### config.mk
export PLATFORM = sky130hd
export DESIGN_NAME = komut_getirici
export DESIGN_NICKNAME = d
export VERILOG_FILES = /design/src/rtl/komut_getirici_pkg.sv /design/src/rtl/komut_getirici_fifo.sv /design/src/rtl/komut_getirici.sv
export SDC_FILE = /design/constraint.sdc
export NUM_CORES = 1
export LEC_CHECK = 0
export BUFFER_PORTS_ARGS = -buffer_cell sky130_fd_sc_hd__buf_4
export CAP_MARGIN = 20
export CORE_MARGIN = 3
export CORE_UTILIZATION = 56
export CTS_CLUSTER_DIAMETER = 50
export DETAILED_ROUTE_END_ITERATION = 8
export HOLD_SLACK_MARGIN = 0.06
export MAX_ROUTING_LAYER = met4
export PLACE_DENSITY_LB_ADDON = 0.25
export SLEW_MARGIN = 20
export SYNTH_ARGS = -nofsm -noshare
export SYNTH_HDL_FRONTEND = slang
export SYNTH_SLANG_ARGS = --single-unit
### constraint.sdc
create_clock -name clk -period 17.41 [get_ports clk]
set_clock_uncertainty 0.15 [all_clocks]
set_input_delay 1.741 -clock clk [delete_from_list [all_inputs] [get_ports clk]]
set_output_delay 1.741 -clock clk [all_outputs]
set_load 0.02 [all_outputs]
### src/rtl/komut_getirici_pkg.sv
// getir_pkg: types and constants shared between the fetch stage and the decoder
package getir_pkg;
  localparam int XLEN = 32;
  localparam int KOMUT_BAYT = 4;
  localparam logic [6:0] OP_R = 7'b0000001;
  localparam logic [6:0] OP_I = 7'b0000011;
  localparam logic [6:0] OP_U = 7'b0000111;
  localparam logic [6:0] OP_B = 7'b0001111;
  typedef struct packed {
    logic [XLEN-1:0] pc;
    logic [XLEN-1:0] komut;
  } getir_girdi_t;
  function automatic logic hizali(input logic [XLEN-1:0] a);
    return a[1:0] == 2'b00;
  endfunction
endpackage

### src/rtl/komut_getirici_fifo.sv
// komut_fifo: small synchronous FIFO of {pc, komut} entries with flush and occupancy
module komut_fifo import getir_pkg::*; #(
  parameter int DEPTH = 2,
  localparam int AW = $clog2(DEPTH)
) (
  input  logic         clk,
  input  logic         reset,
  input  logic         flush,
  input  logic         wr_en,
  input  getir_girdi_t wr_data,
  input  logic         rd_en,
  output getir_girdi_t rd_data,
  output logic [AW:0]  count
);
  getir_girdi_t mem_q [DEPTH];
  getir_girdi_t mem_d [DEPTH];
  logic [AW-1:0] wr_ptr_q, wr_ptr_d, rd_ptr_q, rd_ptr_d;
  logic [AW:0] count_q, count_d;
  logic wr, rd;
  always_comb begin
    wr = wr_en && count_q != (AW+1)'(DEPTH) && !flush;
    rd = rd_en && count_q != '0;
    mem_d = mem_q;
    if (wr) mem_d[wr_ptr_q] = wr_data;
    wr_ptr_d = flush ? '0 : wr_ptr_q + AW'(wr);
    rd_ptr_d = flush ? '0 : rd_ptr_q + AW'(rd);
    count_d = flush ? '0 : count_q + (AW+1)'(wr) - (AW+1)'(rd);
  end
  always_ff @(posedge clk or posedge reset) begin
    if (reset) begin
      mem_q <= '{default: '0};
      wr_ptr_q <= '0;
      rd_ptr_q <= '0;
      count_q <= '0;
    end else begin
      mem_q <= mem_d;
      wr_ptr_q <= wr_ptr_d;
      rd_ptr_q <= rd_ptr_d;
      count_q <= count_d;
    end
  end
  assign rd_data = mem_q[rd_ptr_q];
  assign count = count_q;
endmodule

### src/rtl/komut_getirici.sv
// komut_getirici: instruction fetch stage feeding the decoder through a small FIFO
module komut_getirici import getir_pkg::*; #(
  parameter logic [31:0] RESET_PC = 32'h0000_0000,
  parameter int FIFO_DEPTH = 2
) (
  input  logic        clk,
  input  logic        reset,
  output logic        imem_req,
  output logic [31:0] imem_addr,
  input  logic [31:0] imem_rdata,
  input  logic        dallan,
  input  logic [31:0] dallan_hedef,
  output logic [31:0] komut,
  output logic [31:0] komut_pc,
  output logic        komut_gecerli,
  input  logic        komut_hazir,
  output logic        hata
);
  localparam int AW = $clog2(FIFO_DEPTH);
  logic [31:0] pc_q, pc_d, inflight_pc_q, inflight_pc_d;
  logic inflight_q, inflight_d, hata_q, hata_d;
  logic [AW:0] occ, yuk;
  logic pop, yonlen, wr;
  getir_girdi_t bas;
  komut_fifo #(.DEPTH(FIFO_DEPTH)) u_fifo (
    .clk     (clk),
    .reset   (reset),
    .flush   (yonlen),
    .wr_en   (wr),
    .wr_data ({inflight_pc_q, imem_rdata}),
    .rd_en   (pop),
    .rd_data (bas),
    .count   (occ)
  );
  assign komut_gecerli = occ != '0;
  assign komut = bas.komut;
  assign komut_pc = bas.pc;
  assign imem_addr = pc_q;
  assign hata = hata_q;
  // A redirect drops the word arriving this cycle; an occupied slot plus a pending word must fit.
  always_comb begin
    pop = komut_gecerli & komut_hazir;
    yonlen = dallan & !hata_q;
    wr = inflight_q & !yonlen;
    yuk = occ + (AW+1)'(inflight_q) - (AW+1)'(pop);
    imem_req = !reset & !dallan & !hata_q & (yuk < (AW+1)'(FIFO_DEPTH));
    pc_d = (yonlen && hizali(dallan_hedef)) ? dallan_hedef
         : imem_req ? pc_q + 32'(KOMUT_BAYT) : pc_q;
    inflight_d = imem_req;
    inflight_pc_d = imem_req ? pc_q : inflight_pc_q;
    hata_d = hata_q | (yonlen & !hizali(dallan_hedef));
  end
  always_ff @(posedge clk or posedge reset) begin
    if (reset) begin
      pc_q <= RESET_PC;
      inflight_pc_q <= '0;
      inflight_q <= 1'b0;
      hata_q <= 1'b0;
    end else begin
      pc_q <= pc_d;
      inflight_pc_q <= inflight_pc_d;
      inflight_q <= inflight_d;
      hata_q <= hata_d;
    end
  end
endmodule

[After elaboration in Yosys (flattened, before gate mapping)]
Cells that the tools add are included.
Word-level totals
  register bits: 198
  input port bits: 68
  output and inout port bits: 99
  word-level logic and storage cells: 57
Cells by class
  $add $sub $neg: 7
  $lt $le $gt $ge: 4
  equal/unequal tests: 1
  muxes and demuxes: 11
  bitwise operators: 10
  reductions and logical operators: 13
Operators by type and width (count)
  $mux W64: 4
  $bwmux W128: 1
  $demux W64 S1: 1
  $mux W32: 2
  $add A32 B3 Y32 const B: 1
  $and A1 B1 Y1: 7
  $logic_and A1 B1 Y1: 5
  $logic_not A1 Y1: 5
  $add A2 B1 Y2: 2
  $ge A2 B2 Y1 const B: 2
  $not A1 Y2: 2
  $reduce_bool A2 Y1: 2
  $sub A2 B1 Y2: 2
  $add A1 B1 Y1: 2
  $logic_not A2 Y1: 1
  $lt A2 B1 Y1 const B: 1
  $lt A2 B2 Y1 const B: 1
  $mux W1: 2
  $mux W2: 1
  $ne A2 B2 Y1 const B: 1
  $or A1 B1 Y1: 1

[Logic depth before layout (Yosys ltp)]
Gate-level depths: netlist of run 1.
  depth after elaboration: 9
  depth in mapped cells: 11
  mapped depth without buffers: 10

[Hierarchy]
A second synthesis of run 1 with hierarchy kept.
Second synthesis, totals
  cell total of the unflattened synthesis: 718
  area, all modules: 9031.2 µm²
By module, submodules not included
  komut_fifo: instances 1, cells each 363, area an instance 5823.1 µm², seq. area each 3303.2 µm²
  komut_getirici: instances 1, cells each 355, area an instance 3208.1 µm², seq. area each 1651.6 µm²

[Least setup slack after synthesis of run 1]
OpenSTA, ideal clock, no wires.
  path type: input port to output port
  start: input komut_hazir
  end: output imem_req
  data arrival time: 3296 ps
  required time: 15519 ps
  slack: 12223 ps
  stages on the path: 7
  path buffers: 1
  cells stage by stage: and2_1 -> ha_1 -> nor2b_1 -> xor2_1 -> nand2_1 -> clkinv_1 -> clkbuf_1
Between the ends
  word-level cells in the longest chain between the ends: 4
Ends and longest elaborated chain
  start: declaration: RTL line komut_getirici.sv:16  | input logic komut_hazir,
  $and A1 B1 Y1: RTL line komut_getirici.sv:42  | pop = komut_gecerli & komut_hazir;
  $sub A2 B1 Y2: RTL line komut_getirici.sv:45  | yuk = occ + (AW+1)'(inflight_q) - (AW+1)'(pop);
  $lt A2 B2 Y1: RTL line komut_getirici.sv:46  | imem_req = !reset & !dallan & !hata_q & (yuk < (AW+1)'(FIFO_DEPTH));
  $and A1 B1 Y1: RTL line komut_getirici.sv:46
  end: declaration: RTL line komut_getirici.sv:8  | output logic imem_req,
Every way passes these cells.

[Final worst setup path of run 1]
Same ends and word-level chain as after synthesis.

==> results.md, run 1 <==
* Status: finished, final reports clean
* Die area at 17350 sq um
* Post-CTS sizing at 0
* Worst Setup Path Type: in -> out
* CP endpoint kind: primary output
* Sequential area share after synthesis at 0.5598
* Critical-path cell list: buf_4 > and2_1 > ha_1 > xnor2_1 > xor2_1 > nand2_1 > clkinv_1 > buf_4
* Hold_buf cts at 0
* Initial Util at 0.5779
* HP Class: reg -> reg
* Worst R2R Setup Slack at 14.43 ns
* All-layer global routing usage at 0.2402
* Final instance area at 10890 sq um
* CTS H-Tree Depth at 4
* Post-CTS setup buffers at 0
* DR iter-0 viols at 507
* CTS tree: yes
* Max Freq at 0.1930 GHz
* Vias in the first global route at 6373
* Async S/R FF share, synth at 1.000
* Power density over cell area at 109.2 nW/um^2
* Flip-flop and latch count after synthesis at 198
* Wire length per cell at about 18 microns
* Drt first pass iters at 7
* Synth cell types at 45
* Setup TNS Final at 0 ns
* CP dominant cell by count: buf_4
* Initial antenna violation count at 0
* Worst-margin pin slew at 0.9593 ns
* PortBufs at 166
* Post-Route Utilization at 0.7110
* Tmin final at ~5.2 ns
* Critical Path Fanout Max at 3
* IO Pins at 167
* CP delay by family, top: XOR/XNOR gates
* Power, Total at between 1 and 1.5 mW
* Main synth FF type: dfrtp_1
* Critical Path Slowest Stage Cell: xnor2_1
* Synthesis warning total at 0
* CTS Buffer Depth at 2
* Post-synth EDFFs at 0
* DRC violations left at 0
* Clock Pin Slew Worst Setup and Hold Paths at 0.07 ns
* Final Hold Violating Endpoints at 0
* Largest net degree at the start of global routing at between 100 and 150
* GPL Wtd Cong at 0.8580
* Diodes inserted at 0
* Crit path DAT at 3.29 ns
* Root buf cell: clkbuf_16
* Layout area overhead at 23.03%
* DRT Wirelength at 19.77 mm
* First-pass GRT wire length at 32.94 mm
* Antenna Nets Post-Route at 0
* Max Cap Viol at 0
* Final Max Tran Viols at 0
* Dpl cell area at around 10000 sq um
* Core footprint at 15310 sq um
* GRT overflow at 0
* Via density per instance at 5.672
* Critical path buffers and inverters at 3
* DIE WIDTH at 131.7 microns
* CP required at 15.52 ns
* Static Leak at 5.498 nW
* Worst slew margin at 0.3605
* Mapped Nets at around 790
* Layout Nets at about 940
* Clk_lat worst skew at 0.42 ns
* Max incr delay on CP at 0.37 ns
* Die H at 131.7 microns
* Avg Inst Size Synth at about 12 sq um
* Netlist Area Pre-Place at 8851 sq um
* Final worst path period share at 0.2975
* Total CTS buffers at 17
* Clock Sinks at between 150 and 200
* Fill count at 1107
* Post-synthesis cell count at around 720
* Setup violators final at 0
* Num rows at 45
* Post-DP HPWL at about 13 mm
* Worst VDD drop at 89.10 uV
* Layout cell share with drive strength beyond 1 at 0.4608
* Worst setup SP type: input port
* Vias at approximately 6200
* RSZ-0062 raised after global routing: false
[routing by layer]
metal / up-vias / part of all wire / GRT usage
li1: 2840 / - / -
met1: 3080 / 0.46 / 0.3428
met2: 252 / 0.47 / 0.3630
met3: 22 / 0.058 / 0.04020
met4: 0 / 0.012 / 0.06301
met5: - / 0 / -
[area by class of cell]
type / instances / area (sq um) / share of cell area
Sequential cell: 198 / 4956 / 0.4551
Multi-Input combinational cell: 467 / 3720 / 0.3416
Timing Repair Buffer: 171 / 1284 / 0.1179
Clock buffer: 19 / 452.9 / 0.04159
Tap cell: 211 / 264.0 / 0.02424
Clock inverter: 12 / 152.6 / 0.01402
Inverter: 14 / 60.06 / 0.005515
[report_power, final]
| group | total [mW] | switching [mW] | internal (mW) |
|---|---|---|---|
| clock network | 0.401 | 0.168 | 0.233 |
| registers | 0.548 | 0.0472 | 0.501 |
| logic | 0.240 | 0.125 | 0.115 |
| total | 1.19 | 0.341 | 0.849 |
[registers in the layout (all words and copies together), names as in the netlist]
| name | count |
|---|---|
| u_fifo.mem_q | 128 |
| u_fifo.rd_ptr_q | 1 |
| u_fifo.wr_ptr_q | 1 |
| imem_addr | 32 |
| inflight_q | 1 |
| inflight_pc_q | 32 |
| u_fifo.count | 2 |
| hata | 1 |
[synthesized netlist by cell type, types with 2 or more instances]
library cell	instances	share of area
a211oi_1	10	0.0085
a21o_1	2	0.0017
a21oi_1	5	0.0028
a221o_1	3	0.0034
a22oi_1	3	0.0025
a311oi_1	5	0.0049
a41o_1	2	0.0023
and2_1	7	0.0049
and3_1	4	0.0028
and4_1	5	0.0049
clkbuf_1	36	0.015
dfrtp_1	198	0.56
ha_1	6	0.0085
inv_1	13	0.0055
mux2_2	192	0.24
nand2_1	106	0.045
nand2b_1	2	0.0014
nand3_1	11	0.0062
nand4_1	6	0.0042
nor2_1	23	0.0098
nor2b_1	3	0.0021
nor3_1	10	0.0057
nor4_1	7	0.0049
o211ai_1	4	0.0034
o21ai_0	18	0.010
o21ai_1	3	0.0017
o221a_2	2	0.0025
o311ai_1	2	0.0020
o31a_1	2	0.0020
or2_2	2	0.0014
or3_1	2	0.0014
or4_1	2	0.0017
xnor2_1	11	0.011
[logic make-up (layout without fill, tap and decap cells)]
kind of cell | count (synthesis) | in the layout | share of synthesized area
flip-flops | 198 | 198 | 0.5598
AND/OR/NAND/NOR | 195 | 195 | 0.1032
adder cells (fa/ha/maj) | 6 | 6 | 0.008482
buffers and inverters | 54 | 216 | 0.02361
XOR/XNOR | 12 | 12 | 0.01187
AO/OA/AOI/OAI | 62 | 62 | 0.04877
multiplexers | 192 | 192 | 0.2443
[worst register-to-register path, delay by kind of cell, from the launching register on]
kind            cells  cell delay [ns]
xor+xnor            2             0.55
flops               1             0.41
simple gates        3             0.44
compound gates      2             0.53
buf+inv             2             0.57
fa+ha+maj           1             0.22
[metrics by stage]
stage,setup slack [ns],hold WS [ns],instances
detailed placement,12.38,0.3335,1061
floorplan,10.12,0.3067,719
finish,12.23,0.3489,1092
global route,12.13,0.3675,1092
CTS,12.31,0.3508,1092
global placement,12.43,0.3231,1061
[path summary, 6_finish.rpt]
path / startpoint / endpoint / depth (start not counted)
max in group asynchronous: reset / u_fifo.rd_ptr_q / 3
max reg2reg: u_fifo.count[1] / imem_addr[27] / 10
max: komut_hazir / imem_req / 8
min in group asynchronous: reset / hata / 2
min reg2reg: inflight_pc_q[2] / inflight_pc_q[2] / 2
min: inflight_pc_q[2] / inflight_pc_q[2] / 2
[placed cells by master, fill, tap and decap left out, types with 2 or more instances in the layout]
cell       instances
xnor2_1           10
or4_1              2
a22oi_1            3
and2_1             7
a21o_1             2
o21ai_0           18
or2_2              2
a211oi_1          10
bufinv_16          3
clkinv_2           4
o21ai_1            3
o211ai_1           4
clkinv_4           3
o311ai_1           2
nand2_1          106
nor2b_1            3
nor3_1            10
a221o_1            3
nor2_1            23
and3_1             4
o31a_1             2
or3_1              2
ha_1               4
dfrtp_1          197
buf_4            171
nand4_1            6
clkbuf_8           2
a41o_1             2
a21oi_1            5
nand3_1           11
a311oi_1           5
nand2b_1           2
o221a_2            2
mux2_2           192
inv_1             12
ha_4               2
clkbuf_16         17
and4_1             5
nor4_1             7
Note: power is estimated with default switching activity, not from simulation.
==> inputs of run 2 (changes only) <==
- CORE_UTILIZATION: 56 -> 50
- clock period: 17.41 -> 4.4 ns (I/O delays scaled with it)
==> results.md, run 2 (synthesis results as in run 1) <==
* Max Cap Viol at 0 (unchanged)
* DRT Wirelength at 20.09 mm (+1.6%)
* CP dominant cell by count: nand2_1
* Clock Pin Slew Worst Setup and Hold Paths at 0.07 ns (about the same)
* PortBufs at 166 (unchanged)
* Via density per instance at 5.605 (-1.2%)
* Worst R2R Setup Slack at 1.27 ns (-13.16 ns)
* P_int at 3.337 mW (+290%)
* Fill count at 1359 (+23%)
* Static Leak at 5.511 nW (+0.24%)
* Largest net degree at the start of global routing at 199 (+54%)
* Worst-margin pin slew at 0.9857 ns (+0.02641 ns)
* Antenna Nets Post-Route at 0 (unchanged)
* Initial Util at 0.5117 (-0.06622)
* Die area at 19330 sq um (+11%)
* Worst VDD drop at 323.7 uV (+260%)
* Clock power share at 0.334 (-0.003)
* Commonest non-fill, non-tap cell in the layout: dfrtp_1
* First-pass GRT wire length at 32.97 mm (about the same)
* CP endpoint kind: primary output
* Crit path DAT at 3.03 ns (-0.26 ns)
* DIE WIDTH at 139.1 microns (+5.6%)
* Critical Path Slowest Stage Cell: clkinv_1
* Critical-path cell list: inv_1 > nand2_1 > and2_1 > ha_1 > xnor2_1 > xor2_1 > nand2_1 > clkinv_1 > buf_4
* Sw Share at 0.2899 (+0.003484)
* Layout cell share with drive strength beyond 1 at 0.4616 (+0.0007853)
* Worst slew margin at 0.3429 (-0.01760)
* Root buf cell: clkbuf_16
* Critical Path Fanout Max at 23 (+20)
* DR iter-0 viols at 424 (-16%)
* Status: finished, final reports clean
* HP Class: in -> reg
* Comb pwr share at 0.208 (+0.006)
* Post-DP HPWL at 13.63 mm (+3.4%)
* All-layer global routing usage at 0.2174 (-0.02287)
* Power, Total at 4.699 mW (+300%)
* Core footprint at 17300 sq um (+13%)
* Most flops, register: u_fifo.mem_q
* Drt first pass iters at 5 (-2)
* Switch Pwr at 1.362 mW (+300%)
* Max incr delay on CP at 0.59 ns (+0.22 ns)
* Vias in the first global route at 6430 (+0.89%)
* CP required at 3.81 ns (-11.71 ns)
* Total CTS buffers at 17 (unchanged)
* Worst Setup Path Type: reg -> out
* Worst setup SP type: flop
* CTS H-Tree Depth at 4 (unchanged)
* Sequential Power Share at 0.458 (-0.003)
* Final Hold Violating Endpoints at 0 (unchanged)
* IO Pins at 167 (unchanged)
* Layout Nets at 947 (+0.42%)
* GPL Wtd Cong at 0.8961 (+4.4%)
* Setup violators final at 0 (unchanged)
* Setup TNS Final at 0 ns (unchanged)
* Largest register FFs at 128 (unchanged)
* Diodes inserted at 0 (unchanged)
* Num rows at 48 (+6.7%)
* CTS tree: yes
* Final instance area at 10970 sq um (+0.77%)
* Max Freq at 0.2761 GHz
* RSZ-0062 raised after global routing: false
* Clock Sinks at 198 (unchanged)
* Layout area overhead at 23.97%
* Final worst path period share at 0.8231
* Placed Cells incl. Taps at 1076 (+1.4%)
* Tmin final at 3.622 ns
* Die H at 139.1 microns (+5.6%)
* Final Max Tran Viols at 0 (unchanged)
* Dpl cell area at 10310 sq um (+0.33%)
* Final cell count without fillers at 1111 (+1.7%)
* CTS Buffer Depth at 2 (unchanged)
* Power density over cell area at 428.3 nW/um^2 (+290%)
* Most frequent cells in the layout: dfrtp_1, mux2_2, buf_4
* GRT overflow at 0 (unchanged)
* Vias at 6227 (+0.53%)
* Clk_lat worst skew at 0.43 ns (about the same)
* Wire length per cell at 18.08 microns (-0.10%)
* Initial antenna violation count at 0 (unchanged)
* DRC violations left at 0 (unchanged)
==> run 2: changes by cell type in the layout (fill, tap and decap cells not counted) <==
| cell | delta |
|---|---|
| buf_12 | +1 |
| inv_6 | +2 |
| clkbuf_8 | +1 |
| clkinv_2 | -3 |
| clkinvlp_4 | +4 |
| dlygate4sd3_1 | +2 |
| buf_16 | +1 |
| bufinv_16 | -1 |
| clkinv_4 | -2 |
==> run 2: cell type report <==
class,instances,area (sq um),share of cell area
multi-input cells,467,3720,0.3390
repair buffers,175,1351,0.1231
clock inverters,12,141.4,0.01288
flip-flops and latches,198,4956,0.4517
clock buffers,20,466.7,0.04253
inverters,14,56.30,0.005131
well taps,225,281.5,0.02566
==> run 2: timing repair <==
item,4_1_cts,5_1_grt
buffers inserted,0,0
resized for setup,0,0
endpoints found under the hold margin,1,77
hold buffers,1,1
==> run 2: routing by layer <==
layer / global-route usage / vias to the layer above / share of wire
met5: - / - / 0
met4: 0.06746 / 0 / 0.016
met3: 0.04138 / 28 / 0.058
met2: 0.3413 / 240 / 0.48
met1: 0.2900 / 3108 / 0.44
li1: - / 2851 / -
==> run 2: stage by stage <==
stage            util  setup slack (ns)  hold WS, ns
4_1_cts        0.6318            0.8706      0.06022
6_report       0.6344            0.7782      0.07114
2_1_floorplan       -             1.250       0.3067
3_3_place_gp   0.5961             1.416       0.3240
3_5_place_dp   0.5961             1.352       0.3334
5_1_grt        0.6344            0.5741      0.07380
==> run 2: power by group through the flow <==
stage                     Clock, mW  Sequential (mW)  Combinational [mW]
after global routing           1.69             2.18                1.06
after global placement            0             2.17               0.945
after detailed placement          0             2.19               0.977
after floorplan                   0             2.16               0.610
after CTS                      1.60             2.15               0.983
final                          1.57             2.15               0.978
==> run 2: worst max-delay path: cells and delay by family, from the launching register on <==
kind | cells | cell delay [ns]
xor+xnor | 2 | 0.50
flops | 1 | 0.40
simple gates | 3 | 0.40
buf+inv | 3 | 1.11
fa+ha+maj | 1 | 0.19
==> run 2: path summary, 6_finish.rpt <==
kind                                  start  depth (start not counted)               end
setup / recovery            u_fifo.count[1]                          9          imem_req
hold / removal             dallan_hedef[25]                          3     imem_addr[25]
setup reg to reg            u_fifo.count[1]                         10      imem_addr[8]
hold reg to reg            inflight_pc_q[2]                          2  inflight_pc_q[2]
max in group asynchronous             reset                          5  u_fifo.mem_q[18]
min in group asynchronous             reset                          4     imem_addr[31]
